--- src/rtl/call_request_latch.sv ---
// call_request_latch
// Synchronises and debounces one call button per floor, emits a one-cycle
// pulse for every accepted press and latches an outstanding call until the
// car reports that floor as served.
//
// Serve interface: serve_valid is a strobe with no back-pressure. When it is
// high on a rising edge of clock, serve_floor is taken as the floor served in
// that cycle. There is no ready; the block always accepts the strobe. A
// serve_floor outside 0..FLOORS-1 is ignored.
module call_request_latch #(
  parameter int FLOORS          = 4,
  parameter int DEBOUNCE_CYCLES = 4
) (
  input  logic                      clock,
  input  logic                      reset,
  input  logic [FLOORS-1:0]         buttons,
  input  logic                      serve_valid,
  input  logic [$clog2(FLOORS)-1:0] serve_floor,
  output logic [FLOORS-1:0]         press_pulse,
  output logic [FLOORS-1:0]         pending,
  output logic                      any_pending
);

  localparam int SW = $clog2(FLOORS);
  localparam int CW = $clog2(DEBOUNCE_CYCLES + 1);
  localparam logic [CW-1:0] CNT_LAST = CW'(DEBOUNCE_CYCLES - 1);

  logic [FLOORS-1:0] sync1;
  logic [FLOORS-1:0] sync2;
  logic [FLOORS-1:0] deb;
  logic [CW-1:0]     cnt [FLOORS];

  // Combinational decode of this edge's events, per floor.
  logic [FLOORS-1:0] accept_rise;
  logic [FLOORS-1:0] serve_hit;

  // Two-flop synchroniser on the raw button inputs.
  always_ff @(posedge clock or negedge reset) begin
    if (!reset) begin
      sync1 <= '0;
      sync2 <= '0;
    end else begin
      sync1 <= buttons;
      sync2 <= sync1;
    end
  end

  // Per-floor debounce: a level change is adopted only after it has been
  // seen on DEBOUNCE_CYCLES consecutive edges; any shorter run is dropped.
  always_ff @(posedge clock or negedge reset) begin
    if (!reset) begin
      deb <= '0;
      for (int i = 0; i < FLOORS; i++) begin
        cnt[i] <= '0;
      end
    end else begin
      for (int i = 0; i < FLOORS; i++) begin
        if (sync2[i] == deb[i]) begin
          cnt[i] <= '0;
        end else if (cnt[i] == CNT_LAST) begin
          deb[i] <= sync2[i];
          cnt[i] <= '0;
        end else begin
          cnt[i] <= cnt[i] + CW'(1);
        end
      end
    end
  end

  // Decode, per floor, whether a 0->1 debounce completes on this edge and
  // whether a valid in-range serve addresses this floor.
  always_comb begin
    accept_rise = '0;
    serve_hit   = '0;
    for (int i = 0; i < FLOORS; i++) begin
      accept_rise[i] = sync2[i] & ~deb[i] & (cnt[i] == CNT_LAST);
      serve_hit[i]   = serve_valid && (int'(serve_floor) < FLOORS) &&
                       (serve_floor == SW'(i));
    end
  end

  // Press pulse and call latch; a press accepted on the same edge as a
  // serve for that floor keeps the call outstanding.
  always_ff @(posedge clock or negedge reset) begin
    if (!reset) begin
      press_pulse <= '0;
      pending     <= '0;
    end else begin
      press_pulse <= accept_rise;
      pending     <= accept_rise | (pending & ~serve_hit);
    end
  end

  // Summary flag derived from the registered call bits.
  always_comb begin
    any_pending = |pending;
  end

endmodule
--- config.mk ---
export PLATFORM = sky130hd
export DESIGN_NAME = call_request_latch
export DESIGN_NICKNAME = d
export VERILOG_FILES = /design/src/rtl/call_request_latch.sv
export SDC_FILE = /design/constraint.sdc
export NUM_CORES = 1
export LEC_CHECK = 0
export ABC_CLOCK_PERIOD_IN_PS = 2500
export CORE_UTILIZATION = 46
export CTS_BUF_LIST = sky130_fd_sc_hd__clkbuf_4 sky130_fd_sc_hd__clkbuf_8 sky130_fd_sc_hd__clkbuf_16
export CTS_CLUSTER_SIZE = 8
export DETAILED_ROUTE_END_ITERATION = 8
export GPL_TIMING_DRIVEN = 0
export PLACE_DENSITY = 0.81
export SYNTH_ARGS = -nofsm -noshare
export SYNTH_HDL_FRONTEND = slang
export SYNTH_SLANG_ARGS = --single-unit
--- constraint.sdc ---
create_clock -name clock -period 2.5 [get_ports clock]
set_input_delay 0.375 -clock clock [delete_from_list [all_inputs] [get_ports clock]]
set_output_delay 0.375 -clock clock [all_outputs]
set_load 0.01 [all_outputs]
==> After elaboration in Yosys (flattened, before gate mapping) <==
Index checks and enable logic that the tools add are counted.
{ "classes": {"n_eq_ne": 11, "muxes": 8, "n_bitwise": 19, "n_reduce_logical": 10, "addsub": 4} }
{ "op_table": {"columns": ["cell", "n"], "rows": [
  ["3-bit 2-to-1 mux", 8],
  ["3-bit by 1-bit adder with 3-bit output (second input constant)", 4],
  ["3-bit by 2-bit == test with 1-bit output (second input constant)", 4],
  ["1-bit bitwise AND", 8],
  ["1-bit inverter", 8],
  ["2-bit AND reduction", 4],
  ["4-bit bitwise AND", 1],
  ["1-bit == test", 4],
  ["2-bit == test (second input constant)", 2],
  ["1-bit logical AND", 4],
  ["4-bit inverter", 1],
  ["4-bit bitwise OR", 1],
  ["4-bit OR reduction", 1],
  ["2-bit by 1-bit == test with 1-bit output (second input constant)", 1],
  ["2-bit logical NOT", 1]
]} }
{ "totals": {"inputBits": 9, "elab_cells": 64, "output_inout_bits": 9, "regBits": 32} }

==> Logic depth before layout (Yosys ltp) <==
{ "logic_depth": {"word_depth": 5, "mapped_depth": 4, "depth_no_buf": 4} }

==> Worst setup path before layout <==
No wires, ideal clock.
{ "synth_path": {"kind": "register to output", "start": "register pending[1]", "end": "output any_pending", "n_path_buf": 0, "required_time_ns": 2.125, "setup_slack_ns": 1.145, "arrival_ns": 0.980, "stages_incl_launch_ff": 2, "cell_sequence": "dfrtp_1 or4_1"} }
{ "synth_via": {"elab_chain_len": 1} }
{ "synth_lines": {"columns": ["item", "line_no", "source"], "rows": [
  ["start, declared", "20", "output logic [FLOORS-1:0] pending,"],
  ["start signal, assigned", "90", "pending <= accept_rise | (pending & ~serve_hit);"],
  ["4-bit OR reduction", "96", "any_pending = |pending;"],
  ["end, declared", "21", "output logic any_pending"]
]} }
No other way between the ends.

==> Final worst setup path <==
Same ends and word-level chain as after synthesis.

==> results.md <==
- Status: finished, final reports clean
- WL met1: about 740 um
- Slowest-stage cell, CP: or4_1
- Global route total overflow: 0
- Post-DP HPWL: 1200 um
- Via density per instance: 5.03
- Sink Count: 32
- Post-synthesis cell type count: 13
- H-tree levels: 2
- End of the worst register-to-register path: deb[3]
- Setup bufs post-CTS: 0
- Core area: 2450 um2
- Post-synth EDFFs: 0
- Post-synth top cells: dfrtp_1 (32), nor3b_1 (12), ha_1 (8)
- P&R area growth vs syn: 22.6%
- Hold-fix buffers at CTS: 0
- Post-synthesis compound-gate area fraction: 2.94%
- Post-Syn Instances: 81
- Synth area leader: dfrtp_1
- Tmin final: 2.12 ns
- CP Cell Sequence: or4_1 > clkdlybuf4s50_1
- Wire per inst: 11.8 um
- Gp weighted congestion: 0.661
- P_leak: 0.688 nW
- # port buffers: 17
- Final nets: 122
- RSZ-0062 raised after global routing: no
- DRT iter0 DRCs: 2
- DR DRC count: 0
- Power Dens Cells: 998 nW/um2
- Startpoint types: flop
- Worst clock skew: 0.00359 ns
- Most common cell in the netlist: dfrtp_1
- First drt pass iteration count: 2
- Final period util: a little over four fifths
- Sequential area share after synthesis: between 60% and 70%
- Post-Synth Simple-Gate Area: 16.5%
- CTS resizes: 0
- Max_cap viols: 0
- Syn_nets: 98
- Uppermost layer routed: met4
- Post-synthesis adder-cell area fraction: approximately 8.4%
- Full die area: 2800 um2
- Ranking of synthesized cells by area: dfrtp_1 (67%), ha_1 (8.4%), nor3b_1 (7.6%), mux2_2 (3.8%), a22o_1 (2.9%)
- Clock root cell: clkbuf_4
- Internal power: 0.00106 W
- Peak VDD IR: between 0.5 and 0.6 mV
- Multiplexer area fraction after synthesis: 3.78%
- Mapped Area: 1190 um2
- Std-Cell Rows: 18
- Die X: 52.9 um
- Clock transition at path regs: 0.09 ns
- P_sw: 0.000399 W
- Total GRT Usage: 15.0%
- Cts bufs inserted: 5
- Slew at the pin closest to its max-slew limit: 0.678 ns
- Latest clock arrival within the worst-skew pair: 0.31 ns
- Clock buffer depth: 2
- Largest net degree at the start of global routing: 33
- Antenna-violating nets left: 0
- Async SR Flop Fraction: 100%
- Starting Density: 48.6%
- Crit Path Class: reg -> out
- Clk pwr share: 21.5%
- Initial antenna violation count: 0
- Share of power burned in registers: 48.6%
- Critical Path End Type: output port
- Yosys warning count: 0
- Slew Limit Fails: 0
- Combinational group share of total power: 29.9%
- Power Total: 0.00146 W
- Reg2Reg Depth: 3
- Setup TNS: 0 ns
- Hold crit path type: in -> async
- Prevailing post-synth register cell: dfrtp_1
- Avg Inst Size Synth: 14.7 um2
- Setup slack after layout: 0.383 ns
- # setup viols final: 0
- Reg2Reg Setup Slack: 1.06 ns
- First-pass GRT wire length: 2860 um
- TritonCTS clock tree: yes
- I/O pins: 18
- Crit path arrival time: 1.74 ns
- Diodes inserted: 0
- Switching share of power: 27.4%
- CP required: 2.12 ns
- Largest family of logic cells by synthesized area: simple AND/OR/NAND/NOR gates
- Vias: 684
- Share of cells above drive strength 1: 12.3%
- Slew margin rel.: 54.8%
- Fmax: about 0.47 GHz
- Yosys reg bits: 32
- Die height: 52.9 um
- Filler Cells Inserted: 187
- Vias in the first global route: approximately 700
- Met3 wire length: 86 um
- Max Fanout on Critical Path: 3
- Area fraction of the dominant cell type after synthesis: around two thirds
- CP peak stage delay: 0.54 ns
- Hold Vio Cnt, Final: 0
- Critical R2R Launch: sync2[3]
- Metal2 WL: 760 um
- Place WS: 0.482 ns
- Synth Area in XOR/XNOR: 0%
- Final WL: 1610 um
==> critical path, delay by kind of cell, from the launching register on <==
kind,cells,cell delay (ns)
buffers and inverters,1,0.50
AND/OR/NAND/NOR,1,0.54
flip-flops,1,0.40
==> power groups by stage <==
stage	logic, W	registers (W)	clock network [W]
4_1_cts	0.000447	0.000710	0.000329
3_5_place_dp	0.000446	0.000721	0
6_report	0.000436	0.000708	0.000314
5_1_grt	0.000499	0.000726	0.000352
2_1_floorplan	0.000247	0.000721	0
3_3_place_gp	0.000422	0.000715	0
==> metal layers <==
metal	track usage, %	up-vias
met5	0	-
met4	8.33	0
met3	5.17	3
met2	24.5	16
met1	16.9	333
li1	-	332
==> registers in the layout, summed over array words and instances (netlist names) <==
signal	count
cnt	12
deb	4
pending	4
press_pulse	4
sync1	4
sync2	4
==> area by class of cell <==
cell class	count	area (um2)	share of cell area [%]
Inverter	4	15.0	1.03
Clock buffer	8	66.3	4.54
Sequential cell	32	801	54.8
Timing Repair Buffer	17	165	11.3
Tap cell	30	37.5	2.57
Multi-Input combinational cell	45	377	25.8
==> placed cells by master (no fill, tap or decap) <==
cell type and instances:
mux2_2 4, nand3b_1 2, or4_1 1, nor2b_1 4
inv_1 4, dfrtp_1 32, clkdlybuf4s50_1 16, or3b_1 1
buf_2 1, a22o_1 4, nor3b_1 12, clkbuf_4 7
clkbuf_8 1, nand3_1 1, nor3_1 4, and2_1 4
ha_1 8
==> through the flow <==
stage               instance area [um2]  std cells  hold WS, ns  utilization, %
floorplan                          1190         81       0.0794               -
global placement                   1400        128        0.333            57.0
detailed placement                 1400        128        0.335            57.0
CTS                                1470        136        0.355            59.7
global route                       1460        136        0.127            59.5
finish                             1460        136       0.0908            59.5
==> worst max path at each step <==
stage	start	to	slack [ns]	cells past startpoint
after global routing	pending[1]	any_pending	0.31	2
final	pending[1]	any_pending	0.38	2
after floorplan	pending[1]	any_pending	1.15	1
after global placement	reset	cnt[1]	0.54	1
after detailed placement	reset	sync1[0]	0.48	1
after CTS	pending[0]	any_pending	0.36	2
==> kinds of logic (layout without fill, tap and decap cells) <==
kind of cell    Yosys count  after routing
fa+ha+maj                 8              8
simple gates             29             29
mux                       4              4
buf+inv                   4             29
flops                    32             32
compound gates            4              4
Power figures use the tool's default switching activity.
